### src/rtl/axis_pps_generator_pkg.sv
// Shared types for the AXI-Stream PPS pulse generator.
package axis_pps_generator_pkg;

    typedef enum logic {
        IDLE = 1'b0,
        RUN  = 1'b1
    } state_t;

endpackage

### src/rtl/axis_pps_generator.sv
// PPS pulse generator: period from AXI-Stream, width from cfg_data, both latched at second boundaries.
// Optional seconds counter on sts_data when AXIS_PPS_GENERATOR_SECONDS_EN is defined.
module axis_pps_generator
    import axis_pps_generator_pkg::*;
#(
    parameter int unsigned AXIS_TDATA_WIDTH = 32,
    parameter int unsigned CNTR_WIDTH       = 32
) (
    input  logic                        aclk,
    input  logic                        aresetn,
    input  logic                        en,
    input  logic [CNTR_WIDTH-1:0]       cfg_data,
    input  logic [AXIS_TDATA_WIDTH-1:0] s_axis_tdata,
    input  logic                        s_axis_tvalid,
    output logic                        s_axis_tready,
    output logic                        pps_out
`ifdef AXIS_PPS_GENERATOR_SECONDS_EN
    ,
    output logic [CNTR_WIDTH-1:0]       sts_data
`endif
);

    localparam logic [CNTR_WIDTH-1:0] ONE = CNTR_WIDTH'(1);
    localparam logic [CNTR_WIDTH-1:0] TWO = CNTR_WIDTH'(2);

    state_t                  state, state_n;
    logic [CNTR_WIDTH-1:0]   cntr, cntr_n;
    logic [CNTR_WIDTH-1:0]   period, period_n;
    logic [CNTR_WIDTH-1:0]   width, width_n;
    logic [CNTR_WIDTH-1:0]   weff_n;
    logic [CNTR_WIDTH-1:0]   p_in;
    logic                    p_ok;
    logic                    boundary;
    logic                    pps_n;

    assign p_in     = s_axis_tdata[CNTR_WIDTH-1:0];
    assign p_ok     = (p_in >= TWO);
    assign boundary = (cntr == period - ONE);

    always_comb begin
        state_n       = state;
        cntr_n        = cntr;
        period_n      = period;
        width_n       = width;
        s_axis_tready = 1'b0;
        case (state)
            IDLE: begin
                s_axis_tready = en;
                cntr_n        = '0;
                if (en && s_axis_tvalid && p_ok) begin
                    period_n = p_in;
                    width_n  = cfg_data;
                    state_n  = RUN;
                end
            end
            RUN: begin
                if (!en) begin
                    state_n = IDLE;
                    cntr_n  = '0;
                end else if (boundary) begin
                    s_axis_tready = 1'b1;
                    cntr_n        = '0;
                    width_n       = cfg_data;
                    if (s_axis_tvalid && p_ok) begin
                        period_n = p_in;
                    end
                end else begin
                    cntr_n = cntr + ONE;
                end
            end
            default: state_n = IDLE;
        endcase
        // Clamp to period-1 so the output always drops for at least one cycle per second.
        weff_n = (width_n < period_n - ONE) ? width_n : (period_n - ONE);
        pps_n  = (state_n == RUN) && (cntr_n < weff_n);
    end

    always_ff @(posedge aclk or negedge aresetn) begin
        if (!aresetn) begin
            state   <= IDLE;
            cntr    <= '0;
            period  <= '0;
            width   <= '0;
            pps_out <= 1'b0;
        end else begin
            state   <= state_n;
            cntr    <= cntr_n;
            period  <= period_n;
            width   <= width_n;
            pps_out <= pps_n;
        end
    end

`ifdef AXIS_PPS_GENERATOR_SECONDS_EN
    logic [CNTR_WIDTH-1:0] weff;
    logic                  rise;

    assign weff = (width < period - ONE) ? width : (period - ONE);
    assign rise = (state == RUN) && (cntr == '0) && (weff != '0);

    always_ff @(posedge aclk or negedge aresetn) begin
        if (!aresetn) begin
            sts_data <= '0;
        end else if (rise) begin
            sts_data <= sts_data + ONE;
        end
    end
`endif

endmodule
### config.mk
export PLATFORM = sky130hd
export DESIGN_NAME = axis_pps_generator
export DESIGN_NICKNAME = d
export VERILOG_FILES = /design/src/rtl/axis_pps_generator_pkg.sv /design/src/rtl/axis_pps_generator.sv
export SDC_FILE = /design/constraint.sdc
export NUM_CORES = 1
export LEC_CHECK = 0
export ABC_AREA = 1
export ABC_CLOCK_PERIOD_IN_PS = 13780
export BUFFER_PORTS_ARGS = -buffer_cell sky130_fd_sc_hd__buf_4
export CAP_MARGIN = 5
export CORE_MARGIN = 3
export CORE_UTILIZATION = 28
export DETAILED_ROUTE_END_ITERATION = 16
export PLACE_DENSITY = 0.41
export SYNTH_ARGS = -nofsm -noshare
export SYNTH_HDL_FRONTEND = slang
export SYNTH_SLANG_ARGS = --single-unit
### constraint.sdc
create_clock -name aclk -period 13.78 [get_ports aclk]
set_input_delay 2.756 -clock aclk [delete_from_list [all_inputs] [get_ports aclk]]
set_output_delay 2.756 -clock aclk [all_outputs]
set_load 0.01 [all_outputs]
==> impl_metrics.tcl <==
set metrics [dict create \
    ys_ff_latch 98 \
    async_reset_ff_frac 1.00 \
    port_buffers 69 \
    start_kind "input port" \
    cts_tree "done" \
    route.detailed.drc 0 \
    synth_area_leaders "dfrtp_1 31%, nand2_1 13%, ha_1 10%" \
    yosys_warnings 0 \
    die_h_um 174 \
    place_ws_ns 4.23 \
    setup_viol 0 \
    drv_cap 0 \
    avgSynthCellArea_um2 7.27 \
    grt_pass1_vias 6807 \
    cp-end-kind "register" \
    syn_nets 1220 \
    p_per_area_nw_per_um2 120 \
    r2r_cells 47 \
    pin_count 70 \
    initial_core_util 0.290 \
    hold_path_depth 2 \
    syn_area_um2 7910 \
    clock_latency_ns 0.36 \
    core-area_um2 27300 \
    area_growth_pct 15.8 \
    r2r_end "pps_out$_DFF_PN0_" \
    tns_ns 0 \
    wl_met1_um 13600 \
    drt_pre_antenna_iters 5 \
    clkPwrFrac 0.249 \
    htreeDepth 3 \
    die_area_um2 30300 \
    combinationalPowerShare 0.422 \
    p_sw_frac 0.406 \
    power_switching_w 0.000445 \
    avgViaCountPerCell 4.48 \
    max_freq_mhz 111 \
    slowest_stage "nand2_2" \
    cts_hold_buf 0 \
    diodes 0 \
    cp.required_ns 14.06 \
    wl_met3_um 626 \
    layout-drive-gt1-share 0.125 \
    seq_power_share 0.328 \
    fin_skew_ns 0.00832 \
    overflow 0 \
    dp_hpwl_um 20100 \
    crit_type "in -> reg" \
    wl_per_cell_um 15.7 \
    routed_wirelength_um 23900 \
    synth_top_area_share 0.310 \
    cts_resized 0 \
    synth_enable_flop_cells 0 \
    crit_start "s_axis_tdata[14]" \
    final_cell_area_um2 9160 \
    synth.distinct_cells 40 \
    crit_path_max_incr_delay_ns 0.67 \
    min_path_type "reg -> reg" \
    p_int_w 0.000651 \
    num_rows 60 \
    antenna_found_initial 0 \
    reg2reg_slack_ns 6.18 \
    synth_flop_cell "dfrtp_1" \
    yosysTopAreaCell "dfrtp_1" \
    final_nets 1285 \
    outcome "finished clean" \
    drtIter0Drc 356 \
    drv_slew 0 \
    crit_end "pps_out$_DFF_PN0_" \
    crit_path_max_fanout 63 \
    worstMarginPinSlew_ns 0.999 \
    clk_pin_slew_worst_paths_ns 0.07 \
    arrival_ns 9.26 \
    dr_total_vias 6843 \
    gp_routability_congestion 0.878 \
    postRouteAntennaNets 0 \
    clock_path_buffers 2 \
    fin_crit_sh 0.652 \
    slew_headroom 0.332 \
    synthCells 1088 \
    rsz0062_at_grt "no" \
    place_area_um2 8850 \
    num-fill-cells 3008 \
    numClockSinks 98 \
    die_w_um 174 \
    routed.top_layer "met4" \
    ir_drop_v 0.0000460 \
    wl_met2_um 9170 \
    finalWorstSetupSlack_ns 4.80 \
    reg2reg_from "period[0]$_DFF_PN0_" \
    grt_pass1_wl_um 37900 \
    synth_seq_area_share 0.310 \
    p_leak_nw 4.44 \
    grtUsageTotal 0.161 \
    grt_max_degree 67 \
    period_needed_ns 8.98 \
    cts_setup_buffers 0 \
    cts.root.buffer_cell "clkbuf_16" \
    numCtsBuffers 9 \
    final_hold_viol_count 0 \
]
## layout make-up
cell class	count	area, um2	share of cell area
clock buffers	10	229	0.0250
clock inverters	5	80.1	0.00874
inverters	132	495	0.0541
multi-input cells	840	4900	0.535
flip-flops and latches	98	2450	0.268
well taps	372	465	0.0508
repair buffers	72	541	0.0590
## worst max-delay path, delay by kind of cell
kind | cells | cell delay [ns]
buffers and inverters | 4 | 0.39
adders and majority gates | 2 | 0.65
AOI/OAI and AO/OA | 6 | 0.87
xor gates and xnor gates | 1 | 0.18
and+or+nand+nor | 29 | 4.38
## logic make-up after synthesis
group           share of synthesized area
simple gates                        0.316
fa+ha+maj                           0.101
buf+inv                            0.0718
xor+xnor                           0.0697
mux                                0.0498
flops                               0.310
compound gates                     0.0811
## cells in the mapped netlist, drive strengths merged (11+ instances only)
cell,instances
nand2,295
o21ai,60
ha,64
inv,130
nor2,167
a21oi,42
mux2i,27
nor3,22
nand3,35
mux2,11
nand4,15
xor2,42
xnor2,21
dfrtp,98
## stage by stage
| step | power [W] | hold WS, ns | utilization | cells |
|---|---|---|---|---|
| after global routing | 0.00121 | 0.534 | 0.335 | 1529 |
| after floorplan | 0.000694 | 0.462 | - | 1088 |
| after detailed placement | 0.000834 | 0.499 | 0.324 | 1514 |
| after global placement | 0.000829 | 0.498 | 0.324 | 1514 |
| final | 0.00110 | 0.506 | 0.335 | 1529 |
| after CTS | 0.00111 | 0.518 | 0.335 | 1529 |
## power groups by stage
stage | Sequential [W] | Combinational, W | Clock [W]
2_1_floorplan | 0.000355 | 0.000339 | 0
3_3_place_gp | 0.000365 | 0.000464 | 0
3_5_place_dp | 0.000366 | 0.000468 | 0
4_1_cts | 0.000360 | 0.000471 | 0.000284
5_1_grt | 0.000366 | 0.000544 | 0.000297
6_report | 0.000360 | 0.000463 | 0.000273
## layer usage
| metal | track usage | up-vias |
|---|---|---|
| met1 | 0.258 | 3060 |
| met2 | 0.219 | 105 |
| met3 | 0.0192 | 28 |
| met4 | 0.0523 | 0 |
| met5 | 0 | - |
| li1 | - | 3650 |
## placed cells by master (no fill, tap or decap), types with 3 or more instances in the layout
cell,Yosys,layout
dfrtp_1,98,98
nor2_1,146,146
nor2_8,4,4
inv_2,5,5
a211oi_1,5,5
nor2_2,10,10
and3_1,3,3
mux2_2,11,11
xnor2_1,21,21
nor3_1,21,21
nor4_1,9,9
o21bai_1,4,4
o21ai_0,48,48
o21ai_1,11,11
nand3b_1,8,8
a21oi_1,42,42
inv_1,125,125
ha_1,64,64
clkbuf_16,0,9
nand2_4,6,6
buf_4,0,72
xor2_1,42,42
nand4_1,14,14
nand2_2,8,10
nor2_4,7,7
nand3_1,34,34
mux2i_1,27,27
nand2_1,281,279
o211ai_1,3,3
## sequential cells by signal (all words and copies together), names as in the netlist
register  cells
cntr         32
period       32
pps_out       1
state         1
width        32
## worst min-delay path by stage
stage / to / startpoint
finish: width[1]$_DFF_PN0_ / width[1]$_DFF_PN0_
global route: width[2]$_DFF_PN0_ / width[2]$_DFF_PN0_
CTS: width[1]$_DFF_PN0_ / width[1]$_DFF_PN0_
detailed placement: width[14]$_DFF_PN0_ / width[14]$_DFF_PN0_
global placement: width[10]$_DFF_PN0_ / width[10]$_DFF_PN0_
floorplan: width[10]$_DFF_PN0_ / width[10]$_DFF_PN0_
Power figures use the tool's default switching activity.
